==> src/rtl/div.sv <==
// Sequential unsigned restoring divider, one quotient bit per clock.
// Shares the start/busy handshake of the iterative multiplier.
module div #(
  parameter int WIDTH = 16
) (
  input  logic             clk,
  input  logic             reset,
  input  logic [WIDTH-1:0] a_bi,
  input  logic [WIDTH-1:0] b_bi,
  input  logic             start,
  output logic             busy_o,
  output logic [WIDTH-1:0] y_bo,
  output logic [WIDTH-1:0] r_bo,
  output logic             dbz_o
);

  localparam int CW = $clog2(WIDTH) + 1;

  typedef enum logic {
    IDLE = 1'b0,
    WORK = 1'b1
  } state_t;

  state_t state_q, state_d;

  logic [WIDTH-1:0] dvd_q;
  logic [WIDTH-1:0] dvs_q;
  logic [WIDTH:0]   rem_q;
  logic [WIDTH-1:0] quo_q;
  logic [CW-1:0]    cnt_q;

  logic [WIDTH:0]   rem_sh;
  logic [WIDTH:0]   trial;
  logic             qbit;
  logic [WIDTH:0]   rem_nx;
  logic [WIDTH-1:0] quo_nx;
  logic             accept;
  logic             last;

  // Remainder stays below the divisor, so its top bit is never needed
  // for the shift; trial sign bit gives the quotient bit.
  assign rem_sh = {rem_q[WIDTH-1:0], dvd_q[WIDTH-1]};
  assign trial  = rem_sh - {1'b0, dvs_q};
  assign qbit   = ~trial[WIDTH];
  assign rem_nx = qbit ? trial : rem_sh;
  assign quo_nx = {quo_q[WIDTH-2:0], qbit};

  assign accept = (state_q == IDLE) && start;
  assign last   = (state_q == WORK) && (cnt_q == CW'(WIDTH - 1));
  assign busy_o = (state_q == WORK);

  always_ff @(posedge clk) begin
    if (reset) state_q <= IDLE;
    else       state_q <= state_d;
  end

  always_comb begin
    state_d = state_q;
    unique case (state_q)
      IDLE: if (start) state_d = WORK;
      WORK: if (last)  state_d = IDLE;
      default:         state_d = IDLE;
    endcase
  end

  always_ff @(posedge clk) begin
    if (reset) begin
      dvd_q <= '0;
      dvs_q <= '0;
      rem_q <= '0;
      quo_q <= '0;
      cnt_q <= '0;
      y_bo  <= '0;
      r_bo  <= '0;
      dbz_o <= 1'b0;
    end else if (accept) begin
      dvd_q <= a_bi;
      dvs_q <= b_bi;
      rem_q <= '0;
      quo_q <= '0;
      cnt_q <= '0;
    end else if (state_q == WORK) begin
      dvd_q <= {dvd_q[WIDTH-2:0], 1'b0};
      rem_q <= rem_nx;
      quo_q <= quo_nx;
      cnt_q <= cnt_q + CW'(1);
      if (last) begin
        y_bo  <= quo_nx;
        r_bo  <= rem_nx[WIDTH-1:0];
        dbz_o <= (dvs_q == '0);
      end
    end
  end

endmodule

==> config.mk <==
export PLATFORM = sky130hd
export DESIGN_NAME = div
export DESIGN_NICKNAME = d
export VERILOG_FILES = /design/src/rtl/div.sv
export SDC_FILE = /design/constraint.sdc
export NUM_CORES = 1
export LEC_CHECK = 0
export BUFFER_PORTS_ARGS = -buffer_cell sky130_fd_sc_hd__buf_4
export CAP_MARGIN = 20
export CORE_MARGIN = 1
export CORE_UTILIZATION = 38
export CTS_BUF_LIST = sky130_fd_sc_hd__clkbuf_4 sky130_fd_sc_hd__clkbuf_8
export DETAILED_ROUTE_END_ITERATION = 7
export GPL_TIMING_DRIVEN = 0
export SETUP_SLACK_MARGIN = 0.05
export SYNTH_ARGS = -nofsm -noshare
export SYNTH_HDL_FRONTEND = slang
export SYNTH_SLANG_ARGS = --single-unit
==> constraint.sdc <==
create_clock -name clk -period 2.96 [get_ports clk]
set_clock_uncertainty 0.15 [all_clocks]
set_input_delay 0.444 -clock clk [delete_from_list [all_inputs] [get_ports clk]]
set_output_delay 0.444 -clock clk [all_outputs]
set_load 0.005 [all_outputs]
### Word-level counts from Yosys, hierarchy flattened

Cells that the tools add are included.

| storage, ports and cells | value |
|---|---|
| logic and storage cells | 27 |
| bits in registers | 102 |
| input port bits | 35 |

| cells by class | value |
|---|---|
| reductions and logical operators | 6 |
| mux-type cells | 6 |
| equality and inequality tests | 1 |
| add/sub/neg operators | 2 |
| bitwise operators | 3 |

Operator list:

| operator | count |
|---|---|
| two-way mux 16 bit | 3 |
| subtractor 17 x 16 -> 17 bit | 1 |
| logical NOT 16 bit | 1 |
| adder 5 x 1 -> 5 bit (second input constant) | 1 |
| == test 5 x 4 -> 1 bit (second input constant) | 1 |
| NOT 1 bit | 3 |
| AND reduction 3 bit | 1 |
| logical AND 1 bit | 2 |
| two-way mux 1 bit | 2 |
| case mux 1 bit (2 select lines) | 1 |
| nonzero test 2 bit | 1 |
| OR reduction 2 bit | 1 |

### Longest topological paths before layout

Gate-level depths: netlist of the first run.

| depth | value |
|---|---|
| word-level depth | 4 |
| mapped depth | 11 |

### Least setup slack after synthesis of the first run

Ideal clock, no wire load.

| timing path | value |
|---|---|
| path kind | reg2reg |
| from | register dvd_q[15] |
| to | register rem_q[11] |
| path buffers | 1 |
| path slack | 0.274 ns |
| cell stages (with the launch flop) | 12 |
| period minus slack after synthesis | 2.686 ns |
| arrival | 2.403 ns |
| data required time | 2.677 ns |
| cells stage by stage | dfxtp_1 inv_1 ha_1 fa_1 nand2b_1 a21o_1 a31o_2 o21ai_4 xnor2_2 buf_2 mux2i_1 a21oi_1 |

| on the way | value |
|---|---|
| cells in the longest elaborated chain, start to end | 2 |

RTL lines:

| what | RTL line | source |
|---|---|---|
| from (decl) | 26 | `logic [WIDTH-1:0] dvd_q;` |
| from (signal assigned) | 77 | `dvd_q <= a_bi;` |
| from (signal assigned) | 83 | `dvd_q <= {dvd_q[WIDTH-2:0], 1'b0};` |
| subtractor 17 x 16 -> 17 bit | 43 | `assign trial = rem_sh - {1'b0, dvs_q};` |
| two-way mux 16 bit | 45 | `assign rem_nx = qbit ? trial : rem_sh;` |
| to (signal assigned) | 84 | `rem_q <= rem_nx;` |
| to (decl) | 28 | `logic [WIDTH:0] rem_q;` |

No other way between the ends.
A chain may end at the register's enable or synchronous reset.

### Worst setup path after layout of the first run

| timing path | value |
|---|---|
| from | register dvd_q[15] |
| to | register r_bo[1] |

| on the way | value |
|---|---|
| cells in the longest elaborated chain, start to end | 2 |

RTL lines:

| what | RTL line | source |
|---|---|---|
| subtractor 17 x 16 -> 17 bit | 43 |  |
| two-way mux 16 bit | 45 |  |
| to (signal assigned) | 89 | `r_bo <= rem_nx[WIDTH-1:0];` |
| to (decl) | 13 | `output logic [WIDTH-1:0] r_bo,` |

No other way between the ends.

==> impl_results.md, run 1 <==
- Area occupied by multi-input gates: between 2000 and 3000 sq um
- Initial antenna violation count: 0
- All-Layer GR Usage: 20.0%
- Seq/Total Area, Yosys: 43.2%
- Vias in the first global route: 3908
- Largest net degree at the start of global routing: 19
- Cell total after placement: slightly below 800
- Clock-pin slew on the worst setup and hold paths: 100 ps
- Reg2reg path depth: 12
- Number of diodes: 0
- Share of layout cells above drive strength 1: 19.3%
- Worst hold path depth: 3
- Non-filler instance count after layout: just over 800
- Root Driver: clkbuf_8
- Nets: 687
- Worst EP required: 3090 ps
- Drt wl/cell: around 15 microns
- Final setup vio count: 0
- EDFF count, synth: 0
- Synth unique cells: 52
- GRT overflow: 0
- Crit share post-route: 97.0%
- Leakage: 2.41 nW
- Yosys top cell by area: dfxtp_1
- Gp weighted congestion: 0.851
- First-pass GRT wire length: between 15 and 20 mm
- Critical Path End Type: flop
- Synthesized area per cell: 8.68 sq um
- Outcome: finished clean
- Ys flop type: dfxtp_1
- Worst-path maximum fanout: 6
- Number of CTS-inserted buffers: 9
- Most common cell in the netlist: dfxtp_1
- Max_slew headroom: 53.4%
- Initial DRC Count: approximately 250
- Hold Slack: between 100 and 150 ps
- Post-DR vias/cell: 5.06
- Startpoint class of the critical path: flop
- Gate Count Post-Synth: 545
- Seq. cell area: 2040 sq um
- H-tree Lvls: 3
- F_max: approximately 350 MHz
- Design area: roughly 5900 sq um
- Post-DP Area: ~5400 sq um
- Final Power: 0.00351 W
- R2R setup slack: roughly 90 ps
- Clock Latency Late Sink: 390 ps
- Synth Register Bits: 102
- Hold Crit Class: primary input to flop
- First drt pass iteration count: 4
- Count of input and output buffers: 67
- Clk sinks: 102
- Crit Path Class: flop to flop
- Synth cell count leaders: dfxtp_1, nand2_1, nor2_1
- Yosys warning count: 0
- DR vias: 4077
- Syn_nets: 599
- Die ar.: 12900 sq um
- Unrepaired setup endpoints after global routing: false
- Worst hold endpoint: dvs_q[0]$_SDFFE_PP0P_
- R2R Path Start: dvd_q[15]$_SDFFE_PP0P_
- Placed wire-length estimate: 8.99 mm
- CTS Buffer Depth: 2
- Fin. Hold Viols: 0
- Fraction of registers with async set/reset: 0%
- Synth area leaders: dfxtp_1, mux2i_1, a21oi_1, nand2_1, nor2_1
- Max VDD drop: approximately 450 uV
- Worst slew pin tran: 699 ps
- Post-route ant nets: 0
- Placement Rows: 40
- Post-Route WL: 12.3 mm
- Drt drc: 0
- RR Endpoint: r_bo[1]$_SDFFE_PP0P_
- Fill count: roughly 1.2k
- Share of the synthesized area in the top cell type: approximately 43%
- Power per Cell Area: between 500 and 600 nW/um^2
- CP arrival: 3000 ps
- Die Y: 114 microns
- Minimum clock period: 2870 ps
- # IOs: 69
- Synth Cell Area: 4730 sq um
- Max_cap viols: 0
- CTS tree: built
- Worst Min Path Start: b_bi[0]
- Final max-slew violation count: 0
- DIE WIDTH: 114 microns
- Core area: 12100 sq um
- Initial Util: 39.2%
- Area added between synthesis and finish: 24.4%
worst max-delay path by stage:
stage / start / end / slack (ps) / depth (start not counted)
after global placement: dvd_q[15]$_SDFFE_PP0P_ / rem_q[9]$_SDFFE_PP0P_ / -220 / 11
after global routing: dvd_q[15]$_SDFFE_PP0P_ / r_bo[1]$_SDFFE_PP0P_ / 20 / 12
final: dvd_q[15]$_SDFFE_PP0P_ / r_bo[1]$_SDFFE_PP0P_ / 90 / 12
after floorplan: dvd_q[15]$_SDFFE_PP0P_ / rem_q[11]$_SDFFE_PP0P_ / 270 / 11
after detailed placement: dvd_q[15]$_SDFFE_PP0P_ / rem_q[9]$_SDFFE_PP0P_ / -220 / 11
after CTS: dvd_q[15]$_SDFFE_PP0P_ / rem_q[8]$_SDFFE_PP0P_ / 60 / 11
per-layer routing:
metal / track usage, % / wire length (microns)
met1: 27.6 / 6030
met5: 0 / 0
met3: 5.26 / 516
met4: 5.79 / 141
met2: 30.7 / 5600
layout make-up:
type,instances,area share [%]
multi-input combinational,390,44.7
sequential,102,34.8
timing repair buffer,77,10.1
tap,168,3.57
buffer,31,2.40
clock buffer,9,2.11
inverter,22,1.40
clock inverter,7,0.936
metrics by stage:
stage	setup WS (ps)	utilization (%)	setup TNS [ps]
6_report	89.8	48.8	0
5_1_grt	22.1	48.8	0
4_1_cts	63.1	48.0	0
3_5_place_dp	-218	45.1	-1740
3_3_place_gp	-217	45.1	-1810
2_1_floorplan	274	-	0
cells in the final DEF, fill, tap and decap left out, types with 2 or more instances in the layout:
cell type   instances
dfxtp_1           100
buf_4              75
nor2_1             64
nand2_1            63
a21oi_1            58
mux2i_1            33
clkbuf_1           25
inv_1              21
ha_1               17
a22o_1             16
o21ai_1            15
o21ai_0            13
clkbuf_8            9
xnor2_1             8
and3_1              7
a21o_1              7
nand2b_1            7
mux2i_4             6
nand3_1             6
nor4_1              5
xor2_1              5
mux2i_2             5
a211oi_1            4
a31oi_1             4
inv_6               4
o211ai_1            3
o21a_1              3
buf_1               3
nor3_1              3
nand4_1             3
buf_6               2
a32o_1              2
nor3b_1             2
a311oi_1            2
buf_12              2
nand4b_1            2
a32oi_1             2
clkinvlp_4          2
dfxtp_2             2
power breakdown:
group	total, W	leakage [nW]	internal (W)	switching (W)
Clock	0.000837	0.0870	0.000316	0.000521
Sequential	0.00147	0.830	0.00142	0.0000470
Combinational	0.00121	1.49	0.000581	0.000629
state kept, by name, indices dropped and copies added (netlist names):
register	flops
dvd_q	16
busy_o	1
rem_q	16
cnt_q	5
quo_q	15
r_bo	16
dvs_q	16
y_bo	16
dbz_o	1
critical path, cell delays in order, from the launching register on:
cell	delay, ps
dfxtp_2	360
inv_2	60
ha_4	160
fa_2	360
nand2b_4	150
a21o_1	210
a31o_4	270
o21ai_4	260
xnor2_4	190
buf_6	190
buf_12	120
nand2_2	50
a32o_1	240
cells by family after synthesis:
logic type	share of synthesized area (%)
and+or+nand+nor	15.6
AOI/OAI and AO/OA	19.4
DFF	43.2
buffers and inverters	4.42
muxes	9.31
adders and majority gates	5.19
xor gates and xnor gates	2.94
repair_timing:
item | in CTS | in global routing
pin swaps | 3 | 8
endpoints found under the setup margin | 29 | 28
endpoints found under the hold margin | 0 | 0
gates cloned | 1 | 0
resized for setup | 21 | 14
hold buffers | 0 | 0
buffers inserted | 5 | 4
No activity file was read; power rests on OpenSTA's default activity.
==> inputs of run 2 (changes only) <==
--- a/config.mk
+++ b/config.mk
@@ -5,6 +5,7 @@
 export SDC_FILE = /design/constraint.sdc
 export NUM_CORES = 1
 export LEC_CHECK = 0
+export ABC_AREA = 1
 export BUFFER_PORTS_ARGS = -buffer_cell sky130_fd_sc_hd__buf_4
 export CAP_MARGIN = 20
 export CORE_MARGIN = 1
==> constraint.sdc (replaced) <==
create_clock -name clk -period 2.9 [get_ports clk]
set_clock_uncertainty 0.15 [all_clocks]
set_input_delay 0.435 -clock clk [delete_from_list [all_inputs] [get_ports clk]]
set_output_delay 0.435 -clock clk [all_outputs]
set_load 0.005 [all_outputs]
==> run 2 against run 1 <==
Net effect:
- register-to-register slack improved by 300 ps
- cell area rose by 4.9%
- sequential share of layout area fell by 1.7 points
- critical path depth rose by 5
- first-iteration DRC count rose by 15%
- sequential power barely moved
- largest power group unchanged
==> impl_results.md, run 2 <==
- Share of layout cells above drive strength 1: 13.9% (-5.4 points)
- Fin. Hold Viols: 0 (unchanged)
- Post-DP Area: 5930 sq um (+9.0%)
- Final Power: 0.00346 W (-1.6%)
- Crit Path Class: flop to flop
- RR Endpoint: r_bo[7]$_SDFFE_PP0P_
- Seq/Total Area, Yosys: 39.2% (-3.9 points)
- DIE WIDTH: 119 microns (+4.8%)
- Post-route ant nets: 0 (unchanged)
- H-tree Lvls: 3 (unchanged)
- Unrepaired setup endpoints after global routing: false
- EDFF count, synth: 0 (unchanged)
- F_max: 398 MHz (+14%)
- Post-DR vias/cell: 4.72 (-6.6%)
- Fill count: 1396 (+18%)
- R2R Path Start: dvd_q[15]$_SDFFE_PP0P_
- First drt pass iteration count: 5 (+1)
- Die Y: 119 microns (+4.8%)
- Placement Rows: 42 (+5.0%)
- Initial DRC Count: 292 (+15%)
- Ys flop type: dfxtp_1
- First-pass GRT wire length: 22.1 mm (+11%)
- Max incr delay on CP: 430 ps (+70 ps)
- Initial antenna violation count: 0 (unchanged)
- CP arrival: 2700 ps (-300 ps)
- Most common cell in the netlist: nand2_1
- Die ar.: 14200 sq um (+9.8%)
- GRT overflow: 0 (unchanged)
- Placed wire-length estimate: 10.1 mm (+12%)
- CTS tree: built
- CTS Buffer Depth: 2 (unchanged)
- Max_slew headroom: 60.9% (+7.5 points)
- # IOs: 69 (unchanged)
- All-Layer GR Usage: 19.6% (-0.41 points)
- Fraction of registers with async set/reset: 0% (unchanged)
- Root Driver: clkbuf_8
- Max_cap viols: 0 (unchanged)
- Worst Min Path Start: reset
- Clock-pin slew on the worst setup and hold paths: 110 ps (about the same)
- Hold Slack: 89.3 ps (-49.9 ps)
- Final setup vio count: 0 (unchanged)
- Total setup buffers inserted after CTS: 0 (-5)
- Final max-slew violation count: 0 (unchanged)
- Count of input and output buffers: 68 (+1.5%)
- Worst EP required: 3090 ps (about the same)
- Power per Cell Area: 561 nW/um^2 (-6.2%)
- Yosys top cell by area: dfxtp_1
- Clk sinks: 102 (unchanged)
- Leakage: 3.23 nW (+34%)
- Crit path from: dvd_q[15]$_SDFFE_PP0P_
- Number of diodes: 0 (unchanged)
- Synthesized area per cell: 6.79 sq um (-22%)
- Drt drc: 0 (unchanged)
- Worst slew pin tran: 587 ps (-113 ps)
- Most common cell after layout, fill and taps aside: nand2_1
- Design area: 6170 sq um (+4.9%)
- Critical Path End Type: flop
- Gate Count Post-Synth: 766 (+41%)
- Minimum clock period: 2510 ps (-358 ps)
- Startpoint class of the critical path: flop
- Gp weighted congestion: 0.821 (-3.5%)
- Most frequent cells in the layout: nand2_1, inv_1, dfxtp_1, buf_4, nand3_1
- Worst-path maximum fanout: 10 (+4)
- Worst Setup EP: r_bo[7]$_SDFFE_PP0P_
- Post_cts resized: 0 (-100%)
- Synth Register Bits: 102 (unchanged)
- Drt wl/cell: 12.6 microns (-17%)
- Nets: 899 (+31%)
- Area added between synthesis and finish: 18.6%
- Critical path's slowest cell: fa_1
- Post-Route WL: 13.0 mm (+5.6%)
- Reg2reg path depth: 17 (+5)
- Largest net degree at the start of global routing: 19 (unchanged)
- Setup TNS: 0 ps (unchanged)
- Hold Buf Count CTS: 0 (unchanged)
- Synth unique cells: 34 (-35%)
- Core area: 13300 sq um (+10%)
- Hold Crit Class: primary input to flop
- Synth Cell Area: 5200 sq um (+10%)
- Max VDD drop: 224 uV (-50%)
- Crit share post-route: 86.6% (-10 points)
- Final core occ: 46.4% (-2.4 points)
- Outcome: finished clean
- R2R setup slack: 390 ps (+300 ps)
- DR vias: 4847 (+19%)
- Share of the synthesized area in the top cell type: 39.2% (-3.9 points)
- Number of CTS-inserted buffers: 9 (unchanged)
- Clock Latency Late Sink: 380 ps (about the same)
- Synth cell count leaders: nand2_1, inv_1, dfxtp_1
- Yosys warning count: 0 (unchanged)
- Synth area leaders: dfxtp_1, nand2_1, inv_1, nand3_1, a21oi_1
- Initial Util: 39.1% (-0.081 points)
- Vias in the first global route: 4569 (+17%)
- Syn_nets: 820 (+37%)
- CP cell instances: inv_1, ha_1, fa_1, inv_1, nand2_1, nand2_1, nand3_1, nand2_2, nand2_4, nand2_4, nand2_4, nand2_4, buf_12, nand2_4, nand2_1, nand2_1, nand2_1
## run 2: cell count changes after synthesis, moves of 12 or more
| cell | delta |
|---|---|
| nor2_1 | -20 |
| nand3_1 | +47 |
| nand2_1 | +211 |
| inv_1 | +88 |
| o21ai_1 | -15 |
| nand2_4 | +13 |
| a21oi_1 | -12 |
| mux2i_1 | -44 |
## run 2: kinds of logic after synthesis
| logic type | after synthesis | share of synthesized area, % |
|---|---|---|
| adders and majority gates | 19 | 4.71 |
| xor gates and xnor gates | 7 | 1.18 |
| and+or+nand+nor | 410 | 34.1 |
| DFF | 102 | 39.2 |
| buffers and inverters | 142 | 10.8 |
| AOI/OAI and AO/OA | 86 | 9.88 |
## run 2: how the worst min path moves through the flow
stage                                  to  slack [ps]  cells past startpoint
global route        dvd_q[0]$_SDFFE_PP0P_          90                      2
floorplan           dvd_q[0]$_SDFFE_PP0P_         290                      2
detailed placement  r_bo[13]$_SDFFE_PP0P_         290                      2
CTS                 dvd_q[0]$_SDFFE_PP0P_          70                      2
finish              dvd_q[0]$_SDFFE_PP0P_          90                      2
global placement    r_bo[11]$_SDFFE_PP0P_         290                      2
## run 2: layout make-up
type / instances / area [sq um] / share of cell area, %
well taps: 176 / 220 / 3.57
plain buffers: 29 / 140 / 2.27
clock buffers: 10 / 131 / 2.13
clock inverters: 6 / 105 / 1.70
inverters: 113 / 424 / 6.87
repair buffers: 68 / 510 / 8.27
multi-input cells: 522 / 2600 / 42.1
flip-flops and latches: 102 / 2040 / 33.1
## run 2: through the flow
stage / instances / worst slack (ps)
global placement: 1010 / 450
CTS: 1026 / 385
detailed placement: 1010 / 411
global route: 1026 / 164
floorplan: 766 / 722
finish: 1026 / 388
## run 2: worst max-delay path: cells and delay by family, from the launching register on
family,cells,cell delay [ps]
flops,1,360
buf+inv,3,340
fa+ha+maj,2,650
simple gates,12,960
## run 2: report_power, final
part | switching, W | total (W) | internal, W
sequential | 0.0000329 | 0.00148 | 0.00145
combinational | 0.000597 | 0.000922 | 0.000324
clock | 0.000540 | 0.00105 | 0.000514
total | 0.00117 | 0.00346 | 0.00229
## run 2: per-layer routing
metal  global-route usage, %  vias to the layer above  wire [microns]
li1                        -                     2545               -
met1                    26.1                     2180            6300
met2                    31.5                      103            5860
met3                    3.16                       19             584
met4                    7.75                        0             221
met5                       0                        -               0
==> inputs of run 3 (changes only) <==
--- a/config.mk
+++ b/config.mk
@@ -10,10 +10,10 @@
 export CAP_MARGIN = 20
 export CORE_MARGIN = 1
 export CORE_UTILIZATION = 38
-export CTS_BUF_LIST = sky130_fd_sc_hd__clkbuf_4 sky130_fd_sc_hd__clkbuf_8
+export CTS_BUF_LIST = sky130_fd_sc_hd__clkbuf_8
 export DETAILED_ROUTE_END_ITERATION = 7
-export GPL_TIMING_DRIVEN = 0
 export SETUP_SLACK_MARGIN = 0.05
 export SYNTH_ARGS = -nofsm -noshare
 export SYNTH_HDL_FRONTEND = slang
 export SYNTH_SLANG_ARGS = --single-unit
+export TNS_END_PERCENT = 5
==> run 3 against run 2 <==
Net effect:
- cell count decreased by 1.9%
- routed wire length decreased by 4.2%
- worst setup slack improved by 8.1 ps
- first-iteration DRC count decreased by 11%
- sequential power about the same
- global-route usage decreased by 0.93 points
- combinational power decreased by 5.9%
- sequential share of layout area increased by 0.44 points
- core utilization decreased by 0.57 points
- critical endpoint is now rem_q[15]$_SDFFE_PP0P_
- clock power about the same
- cell area decreased by 1.2%
- die area unchanged
==> impl_results.md, run 3 (synthesis results as in run 2) <==
- Worst-path maximum fanout: 14 (+4)
- Internal: 0.00225 W (-1.8%)
- Gp weighted congestion: 0.839 (+2.1%)
- Most frequent cells in the layout: nand2_1, inv_1, dfxtp_1, buf_4, nand3_1
- Count of input and output buffers: 68 (unchanged)
- CTS Buffer Depth: 2 (unchanged)
- Non-filler instance count after layout: 1006 (-1.9%)
- Worst slew pin tran: 782 ps (+195 ps)
- Critical Path End Type: flop
- Placement Rows: 42 (unchanged)
- Minimum clock period: 2500 ps (-8.10 ps)
- Clk sinks: 102 (unchanged)
- Crit Path Class: flop to flop
- Post-DP Area: 5870 sq um (-1.1%)
- F_max: 399 MHz (+0.32%)
- Fin. Hold Viols: 0 (unchanged)
- Switch Pwr: 0.00114 W (-2.4%)
- CTS tree: built
- Placed wire-length estimate: 9.13 mm (-9.6%)
- Drt drc: 0 (unchanged)
- Total setup buffers inserted after CTS: 0 (unchanged)
- Post-DR vias/cell: 4.58 (-3.0%)
- Power per Cell Area: 556 nW/um^2 (-0.78%)
- Max VDD drop: 322 uV (+44%)
- Vias in the first global route: 4444 (-2.7%)
- Final max-slew violation count: 0 (unchanged)
- DIE WIDTH: 119 microns (unchanged)
- DR vias: 4611 (-4.9%)
- Final setup vio count: 0 (unchanged)
- Final WS setup: 396 ps (+8.10 ps)
- Clk network pwr share: 30.5% (about the same)
- Fill count: 1427 (+2.2%)
- Post-Route WL: 12.4 mm (-4.2%)
- First-pass GRT wire length: 21.0 mm (-4.8%)
- Post_cts resized: 0 (unchanged)
- Die Y: 119 microns (unchanged)
- Design area: 6090 sq um (-1.2%)
- All-Layer GR Usage: 18.7% (-0.93 points)
- Drt wl/cell: 12.4 microns (-2.3%)
- Comb power frac: 25.6% (-1.1 points)
- DP Worst Slack: 421 ps (+9.20 ps)
- Worst EP required: 3090 ps (about the same)
- Setup TNS: 0 ps (unchanged)
- CP arrival: 2700 ps (about the same)
- Post-route ant nets: 0 (unchanged)
- Area added between synthesis and finish: 17.1%
- Initial DRC Count: 259 (-11%)
- Hold Slack: 111 ps (+21.9 ps)
- Initial Util: 39.1% (unchanged)
- Switching Fraction: 33.7% (-0.14 points)
- Clock-pin slew on the worst setup and hold paths: 100 ps (about the same)
- # IOs: 69 (unchanged)
- Number of diodes: 0 (unchanged)
- Number of CTS-inserted buffers: 9 (unchanged)
- Core area: 13300 sq um (unchanged)
- Leakage: 3.20 nW (-1.1%)
- Share of layout cells above drive strength 1: 14.6% (+0.70 points)
- Hold Crit Class: primary input to flop
- GRT overflow: 0 (unchanged)
- Die ar.: 14200 sq um (unchanged)
- Cell total after placement: 990 (-2.0%)
- Crit share post-route: 86.3% (-0.28 points)
- Sequential power share: 43.9% (+1.0 points)
- H-tree Lvls: 3 (unchanged)
- Initial antenna violation count: 0 (unchanged)
- Startpoint class of the critical path: flop
- Root Driver: clkbuf_8
- First drt pass iteration count: 5 (unchanged)
- Unrepaired setup endpoints after global routing: false
- Max_slew headroom: 47.8% (-13 points)
- Max_cap viols: 0 (unchanged)
- Largest net degree at the start of global routing: 49 (+30)
- Clock Latency Late Sink: 390 ps (about the same)
- Nets: 879 (-2.2%)
- Hold Buf Count CTS: 0 (unchanged)
- Outcome: finished clean
- Most common cell after layout, fill and taps aside: nand2_1
## run 3: stage by stage
step	total power, W	utilization (%)
global route	0.00360	45.8
CTS	0.00342	45.8
detailed placement	0.00239	44.1
global placement	0.00239	44.1
floorplan	0.00221	-
finish	0.00339	45.8
## run 3: final timing paths
path	slack (ps)	startpoint	cells after the start	endpoint
max	400	dvd_q[15]$_SDFFE_PP0P_	16	rem_q[15]$_SDFFE_PP0P_
min	110	reset	2	dvd_q[0]$_SDFFE_PP0P_
min reg2reg	300	r_bo[9]$_SDFFE_PP0P_	2	r_bo[9]$_SDFFE_PP0P_
max reg2reg	400	dvd_q[15]$_SDFFE_PP0P_	16	rem_q[15]$_SDFFE_PP0P_
## run 3: critical path, cell delays in order (launching register included)
cell     delay [ps]
dfxtp_1         340
inv_1            60
ha_1            220
fa_1            400
inv_1            90
nand2_1          50
nand2_1          80
nand3_1          80
nand2_2         120
nand2_4          80
nand2_4          80
nand2_4         110
nand2_4         290
nand2_1         110
nand3_1          90
nand2_1          50
inv_1            50
## run 3: routing by layer
metal | vias up | global-route usage, % | wire length (microns)
li1 | 2497 | - | -
met1 | 2023 | 23.4 | 5960
met2 | 75 | 31.3 | 5750
met3 | 16 | 4.55 | 495
met4 | 0 | 6.09 | 224
met5 | - | 0 | 0
## run 3: power groups by stage
stage / registers, W / clock network (W) / logic [W]
floorplan: 0.00150 / 0 / 0.000704
global placement: 0.00152 / 0 / 0.000866
detailed placement: 0.00152 / 0 / 0.000870
CTS: 0.00149 / 0.00106 / 0.000874
global route: 0.00150 / 0.00112 / 0.000991
finish: 0.00149 / 0.00103 / 0.000868
## run 3: layout make-up
cell class | count | area, sq um | share of cell area, %
flip-flops and latches | 102 | 2040 | 33.5
inverters | 113 | 424 | 6.96
repair buffers | 77 | 578 | 9.49
multi-input cells | 522 | 2600 | 42.7
clock buffers | 9 | 124 | 2.03
well taps | 176 | 220 | 3.61
clock inverters | 7 | 103 | 1.68
